===== src/rtl/hack_cpu.sv =====
// Hack CPU core: single-cycle fetch/decode/execute of 16-bit Hack instructions.
// A and D live in load-enabled `register` instances; the PC is a local flop.
// Memory interface outputs are purely combinational from current state and inputs.

// 16-bit load-enabled register with asynchronous active-high reset to zero.
module register (
    input  logic        clk,
    input  logic        rst,
    input  logic        load,
    input  logic [15:0] in,
    output logic [15:0] out
);

    logic [15:0] data_q;
    logic [15:0] data_d;

    // Hold the stored value unless load is asserted.
    always_comb begin
        data_d = data_q;
        if (load) begin
            data_d = in;
        end
    end

    // Storage flop; reset takes effect immediately, independent of the clock.
    always_ff @(posedge clk or posedge rst) begin
        if (rst) begin
            data_q <= 16'h0000;
        end else begin
            data_q <= data_d;
        end
    end

    assign out = data_q;

endmodule

module hack_cpu (
    input  logic        clk,
    input  logic        rst,
    input  logic [15:0] instruction,
    input  logic [15:0] inM,
    output logic [15:0] outM,
    output logic        writeM,
    output logic [14:0] addressM,
    output logic [14:0] pc
);

    logic        is_c;
    logic        sel_m;
    logic        zx, nx, zy, ny, f, no;
    logic        d1, d2, d3;
    logic        j1, j2, j3;
    logic [1:0]  unused_bits;

    logic [15:0] a_out;
    logic [15:0] d_out;
    logic [15:0] a_in;
    logic        a_load;
    logic        d_load;

    logic [15:0] alu_x;
    logic [15:0] alu_y;
    logic [15:0] alu_raw;
    logic [15:0] alu_out;
    logic        zr;
    logic        ng;
    logic        taken;

    logic [14:0] pc_q;
    logic [14:0] pc_d;

    // Instruction field extraction; bits [14:13] carry no meaning in the ISA.
    assign is_c        = instruction[15];
    assign unused_bits = instruction[14:13];
    assign sel_m       = instruction[12];
    assign zx          = instruction[11];
    assign nx          = instruction[10];
    assign zy          = instruction[9];
    assign ny          = instruction[8];
    assign f           = instruction[7];
    assign no          = instruction[6];
    assign d1          = instruction[5];
    assign d2          = instruction[4];
    assign d3          = instruction[3];
    assign j1          = instruction[2];
    assign j2          = instruction[1];
    assign j3          = instruction[0];

    // Hack ALU: preset/negate each operand, add or AND, optionally invert, then flag.
    always_comb begin
        alu_x   = d_out;
        alu_y   = sel_m ? inM : a_out;
        if (zx) alu_x = 16'h0000;
        if (nx) alu_x = ~alu_x;
        if (zy) alu_y = 16'h0000;
        if (ny) alu_y = ~alu_y;
        alu_raw = f ? (alu_x + alu_y) : (alu_x & alu_y);
        alu_out = no ? ~alu_raw : alu_raw;
        zr      = (alu_out == 16'h0000);
        ng      = alu_out[15];
    end

    // Destination decode: A-instructions load the literal, C-instructions route the ALU.
    always_comb begin
        a_load = 1'b1;
        a_in   = instruction;
        d_load = 1'b0;
        if (is_c) begin
            a_load = d1;
            a_in   = alu_out;
            d_load = d2;
        end
    end

    register u_a_reg (
        .clk  (clk),
        .rst  (rst),
        .load (a_load),
        .in   (a_in),
        .out  (a_out)
    );

    register u_d_reg (
        .clk  (clk),
        .rst  (rst),
        .load (d_load),
        .in   (alu_out),
        .out  (d_out)
    );

    // Jump condition and next-PC selection; the target is A as it stands before the edge.
    always_comb begin
        taken = is_c & ((j1 & ng) | (j2 & zr) | (j3 & ~ng & ~zr));
        pc_d  = pc_q + 15'd1;
        if (taken) begin
            pc_d = a_out[14:0];
        end
    end

    // Program counter flop with immediate reset to the first ROM word.
    always_ff @(posedge clk or posedge rst) begin
        if (rst) begin
            pc_q <= 15'h0000;
        end else begin
            pc_q <= pc_d;
        end
    end

    assign pc       = pc_q;
    assign outM     = alu_out;
    assign addressM = a_out[14:0];
    assign writeM   = is_c & d3 & ~rst;

endmodule

===== config.mk =====
export PLATFORM = sky130hd
export DESIGN_NAME = hack_cpu
export DESIGN_NICKNAME = d
export VERILOG_FILES = /design/src/rtl/hack_cpu.sv
export SDC_FILE = /design/constraint.sdc
export NUM_CORES = 1
export LEC_CHECK = 0
export ABC_AREA = 1
export CORE_MARGIN = 2
export CORE_UTILIZATION = 54
export CTS_BUF_LIST = sky130_fd_sc_hd__clkbuf_8
export CTS_CLUSTER_DIAMETER = 30
export DETAILED_ROUTE_END_ITERATION = 12
export GPL_TIMING_DRIVEN = 0
export PLACE_DENSITY_LB_ADDON = 0.2
export SLEW_MARGIN = 20
export SYNTH_ARGS = -nofsm -noshare
export SYNTH_HDL_FRONTEND = slang
export SYNTH_SLANG_ARGS = --single-unit

===== constraint.sdc =====
create_clock -name clk -period 4.65 [get_ports clk]
set_input_delay 0.93 -clock clk [delete_from_list [all_inputs] [get_ports clk]]
set_output_delay 0.93 -clock clk [all_outputs]
set_load 0.03 [all_outputs]

Word level (Yosys, flattened, before mapping)
Index checks and enable logic that the tools add are counted.
{"block": "word_totals", "regBits": 47}
{"block": "classes", "n_addsub": 2, "muxes": 11, "bitwise_logic": 16, "n_reduce_logical": 1}
{"operator": "two-way mux 16 bit", "count": 8}
{"operator": "inverter 16 bit", "count": 3}
{"operator": "adder 16 bit", "count": 1}
{"operator": "AND 16 bit", "count": 1}
{"operator": "zero test 16 bit", "count": 1}
{"operator": "adder 15 x 1 -> 15 bit (second input constant)", "count": 1}
{"operator": "two-way mux 15 bit", "count": 1}
{"operator": "AND 1 bit", "count": 7}
{"operator": "inverter 1 bit", "count": 3}
{"operator": "two-way mux 1 bit", "count": 2}
{"operator": "bitwise OR 1 bit", "count": 2}

Logic depth before layout (Yosys ltp)
{"block": "depth", "ltp_word": 14, "depth_mapped": 27, "mapped_depth_nobuf": 25}

Hierarchy
A second synthesis with hierarchy kept.
{"block": "hier_totals", "cells_unflattened": 751, "hier_area_um2": 4605.7}
{"module": "hack_cpu", "cells_per_inst": 613, "area_per_inst_um2": 3309.4, "seq_area_each_um2": 375.4, "instances": 1}
{"module": "register", "cells_per_inst": 69, "area_per_inst_um2": 648.1, "seq_area_each_um2": 400.4, "instances": 2}

Worst setup path before layout
OpenSTA, ideal clock, no wires.
{"block": "synth_timing", "path_type": "in2out", "from": "in instruction[10]", "to": "out outM[14]", "required_time_ns": 3.720, "n_path_buf": 2, "stages": 16, "arrival_ns": 3.226, "setup_slack_ns": 0.494, "cell_sequence": "clkbuf_1 > buf_1 > xor2_1 > inv_1 > ha_1 > nand2_1 > inv_1 > nand2_1 > nand2_1 > a21oi_1 > nand2_1 > nand2_1 > nand3_2 > nand3_2 > nand2_2 > inv_1"}
{"block": "synth_between", "elab_chain_len": 5}
{"item": "start: declaration", "line": "41", "rtl": "input logic [15:0] instruction,"}
{"item": "two-way mux 16 bit *", "line": "95", "rtl": "if (nx) alu_x = ~alu_x;"}
{"item": "adder 16 bit / AND 16 bit (equally long branches)", "line": "98", "rtl": "alu_raw = f ? (alu_x + alu_y) : (alu_x & alu_y);"}
{"item": "two-way mux 16 bit *", "line": "98"}
{"item": "inverter 16 bit", "line": "99", "rtl": "alu_out = no ? ~alu_raw : alu_raw;"}
{"item": "two-way mux 16 bit *", "line": "99"}
{"item": "end: declaration", "line": "43", "rtl": "output logic [15:0] outM,"}
Mark *: on every way between the ends. The rest lies on a longest branch, timed or not.

Worst setup path after layout
{"block": "layout_timing", "from": "in instruction[11]", "to": "out outM[11]"}
{"block": "layout_between", "elab_chain_len": 7}
{"item": "two-way mux 16 bit *", "line": "94", "rtl": "if (zx) alu_x = 16'h0000;"}
{"item": "inverter 16 bit", "line": "95"}
{"item": "two-way mux 16 bit *", "line": "95"}
{"item": "adder 16 bit / AND 16 bit (equally long branches)", "line": "98"}
{"item": "two-way mux 16 bit *", "line": "98"}
{"item": "inverter 16 bit", "line": "99"}
{"item": "two-way mux 16 bit *", "line": "99"}
Marks and branches as above.

==> metrics.md <==
| Metric | Value |
|---|---|
| Status | `finished clean` |
| Ordered cell list for the critical path | `clkdlybuf4s50_1 > inv_4 > clkbuf_8 > nand2_1 > xor2_1 > inv_1 > ha_2 > nand2_2 > nor2_2 > nand3_1 > nand3_1 > nand2_1 > nand3_1 > nand3_1 > nand2_1 > inv_1 > clkdlybuf4s15_2` |
| GPL Wtd Cong | `0.929` |
| Worst vdd ir | `roughly 0.18 mV` |
| CP arrival | `around 3.6 ns` |
| Hold path depth | `2` |
| Final WL | `13.8 mm` |
| CP bufs+invs | `6` |
| Share of cells above drive strength 1 | `19.9%` |
| Hold path start | `u_d_reg.out[6]$_DFFE_PP0P_` |
| Core Box Area | `8300 µm²` |
| Crit path max fanout | `10` |
| HPWL after DPL | `10.9 mm` |
| Hold_ws | `0.495 ns` |
| Die X | `97.0 µm` |
| Worst r2r dst | `pc[5]$_DFF_PP0_` |
| # DRC | `0` |
| Min Tclk post-route | `4.57 ns` |
| FILL cells | `703` |
| Min-Delay Endpoint | `u_d_reg.out[6]$_DFFE_PP0P_` |
| Initial antenna violation count | `0` |
| H-tree Lvls | `2` |
| Vias per cell | `5.46` |
| Dominant cell type by area after synthesis | `dfrtp_1` |
| TritonCTS buffer count | `5` |
| Via count | `around 4900` |
| DP Area | `5580 µm²` |
| FF+latch count, synth | `47` |
| Leading register cell type out of synthesis | `dfrtp_1` |
| Diode count | `0` |
| Setup violations, final | `0` |
| Critical Path RT | `3.72 ns` |
| Initial core utilization | `56.3%` |
| Clk slew on worst S/H paths | `0.09 ns` |
| Fin. Hold Viols | `0` |
| Worst Max-Slew Pin Slew | `0.661 ns` |
| RSZ-0062 raised after global routing | `true` |
| Reg area | `1180 µm²` |
| CP Launch Type | `input port` |
| Syn Nets | `760` |
| Yosys warns | `0` |
| R2R cell count | `19` |
| I/O pin count | `81` |
| FF-to-FF setup slack | `around 1.3 ns` |
| FF-to-FF Start | `u_a_reg.out[1]$_DFFE_PP0P_` |
| Mapped Cells | `708` |
| Iteration-0 DRC count of the detailed router | `329` |
| Row count | `33` |
| Kind of critical path | `in -> out` |
| Async set or reset register ratio after synthesis | `100%` |
| Synth top area share | `25.2%` |
| Die outline area | `9410 µm²` |
| Netlist Area Pre-Place | `4670 µm²` |
| Critical-path top delay cell | `clkdlybuf4s50_1` |
| Multi-input logic area | `2940 µm²` |
| Max-capacitance violation count | `0` |
| First-pass GRT wire length | `roughly 22 mm` |
| Hold WC Path Type | `reg -> reg` |
| Clk buf depth | `2` |
| Number of synthesized flops with an enable pin | `0` |
| DR WL/cell | `15.2 µm` |
| Die Ht | `97.0 µm` |
| Antenna-violating nets left | `0` |
| Area contributors post-synth | `dfrtp_1 25%, nand2_1 16%, nand3_1 8.7%, xor2_1 7.7%, inv_1 7.5%` |
| Max Clock Freq | `about 220 MHz` |
| Maximum number of pins on one net before global-route repair | `29` |
| Setup TNS | `0 ns` |
| CP Capture Type | `output port` |
| CTS tree | `yes` |
| Slew headroom | `55.9%` |
| GRT Total Usage | `between 20 and 30%` |
| Nets | `852` |
| Pwr Density | `418 nW/µm²` |
| Yosys cell types | `41` |
| Number of global-route vias before repair | `4834` |
| Max Slew Vio Count | `0` |
| Most common cell on crit path | `nand3_1` |
| Drt pass-1 iters | `5` |
| Port bufs | `75` |
| CP peak stage delay | `0.50 ns` |
| Area grow syn2layout | `25.2%` |
| Post-route cell area | `5850 µm²` |
| Sequential-to-total area share from yosys stat | `25.2%` |
| Leakage | `between 2 and 3 nW` |
| Total grt overflow | `0` |
| Clock sinks | `47` |
| Final worst path period share | `98.3%` |
| Clk_lat worst skew | `0.30 ns` |
| CTS Root Buffer Type | `clkbuf_8` |
| Final Skew | `between 0.01 and 0.015 ns` |
| Mean Syn Cell Area | `around 6.6 µm²` |
| Top delay family on crit path | `buffers and inverters` |
==> power breakdown <==
| part | leakage [nW] | switching [mW] | internal, mW |
|---|---|---|---|
| clock network | 0.0402 | 0.152 | 0.105 |
| logic | 2.37 | 0.985 | 0.608 |
| registers | 0.577 | 0.0834 | 0.514 |
| total | 2.99 | 1.22 | 1.23 |
==> how the worst max path moves through the flow <==
stage,from,end,slack [ns],depth (start not counted)
floorplan,instruction[10],outM[14],0.49,16
finish,instruction[11],outM[11],0.08,17
global placement,instruction[12],outM[12],-1.03,17
global route,instruction[9],outM[11],-0.12,18
detailed placement,instruction[12],outM[14],-1.12,19
CTS,instruction[11],outM[13],0.0002,19
==> metal layers <==
| metal | wire length [µm] | track usage (%) |
|---|---|---|
| met5 | 0 | 0 |
| met4 | 276 | 10.3 |
| met3 | 826 | 3.03 |
| met2 | 6890 | 50.8 |
| met1 | 5780 | 35.4 |
==> stage by stage <==
step           total power [mW]  cells  worst slack (ns)  util [%]
2_1_floorplan              1.66    708             0.494         -
3_3_place_gp               2.07    888             -1.03      66.9
3_5_place_dp               2.12    889             -1.12      67.3
4_1_cts                    2.38    899          0.000218      69.3
5_1_grt                    2.62    906            -0.122      70.5
6_report                   2.45    906            0.0772      70.5
==> sequential cells by signal, summed over array words and instances, names as in the netlist <==
name         count
u_d_reg.out     16
u_a_reg.out     16
pc              15
==> Yosys cell counts (4+ instances only) <==
library cell / instances
nand3_2: 9
nor2_1: 28
o21ai_0: 32
ha_1: 17
buf_2: 6
nand2_1: 203
nand2_2: 32
nand4_1: 6
o221ai_1: 12
inv_1: 93
xor2_1: 41
nor3_1: 4
clkbuf_1: 15
buf_4: 16
a21oi_1: 20
dfrtp_1: 47
inv_2: 9
nand3_1: 81
==> area by class of cell <==
type | instances | area share (%)
Inverter | 106 | 6.97
Timing Repair Buffer | 85 | 14.0
Clock inverter | 3 | 0.342
Clock buffer | 5 | 1.18
Tap cell | 105 | 2.25
Sequential cell | 47 | 20.1
Multi-Input combinational cell | 514 | 50.3
Buffer | 41 | 4.83
==> cells in the final DEF, fill, tap and decap left out, types with 3 or more instances in the layout <==
master,count
and2_1,3
clkbuf_2,5
clkdlybuf4s50_1,59
ha_1,9
clkbuf_1,10
nand2_4,3
or2_2,3
o21ai_1,7
nor3_1,4
ha_4,3
nand4_1,6
xor2_1,41
clkbuf_8,7
ha_2,5
inv_2,9
inv_1,92
nor2_1,25
nor2_2,4
nand2_1,192
xnor2_1,3
o221ai_1,12
inv_4,3
buf_4,26
nand2_2,43
dfrtp_1,47
o21ai_0,25
clkinv_2,3
a21oi_2,5
buf_2,9
nand3_2,9
clkbuf_4,4
a21oi_1,17
nand3_1,81
==> worst register-to-register path, stage by stage, from the launching register on <==
cell and delay (ns):
dfrtp_1 0.42, nor2_1 0.10, nor2_1 0.04, o21ai_1 0.12, xor2_1 0.30, buf_4 0.18
fa_2 0.42, nand2_1 0.07, nand2_1 0.08, xor2_2 0.21, inv_2 0.05, nor3_1 0.18
nand2_1 0.13, nor3_4 0.24, nand4_1 0.19, nand3_4 0.18, nand2_4 0.11, buf_12 0.17
nand2_2 0.06, nand2_2 0.05
==> logic make-up after synthesis <==
logic type	synth area share, %
flops	25.2
fa+ha+maj	4.98
simple gates	37.9
mux	0.241
compound gates	8.81
buf+inv	14.0
xor+xnor	8.94
==> what timing repair did <==
action,4_1_cts,5_1_grt
setup buffers,2,7
hold buffers,0,0
pin swaps,1,5
setup endpoints to repair,31,13
resized for setup,64,49
hold endpoints to repair,0,0
No activity file was read; power rests on OpenSTA's default activity.
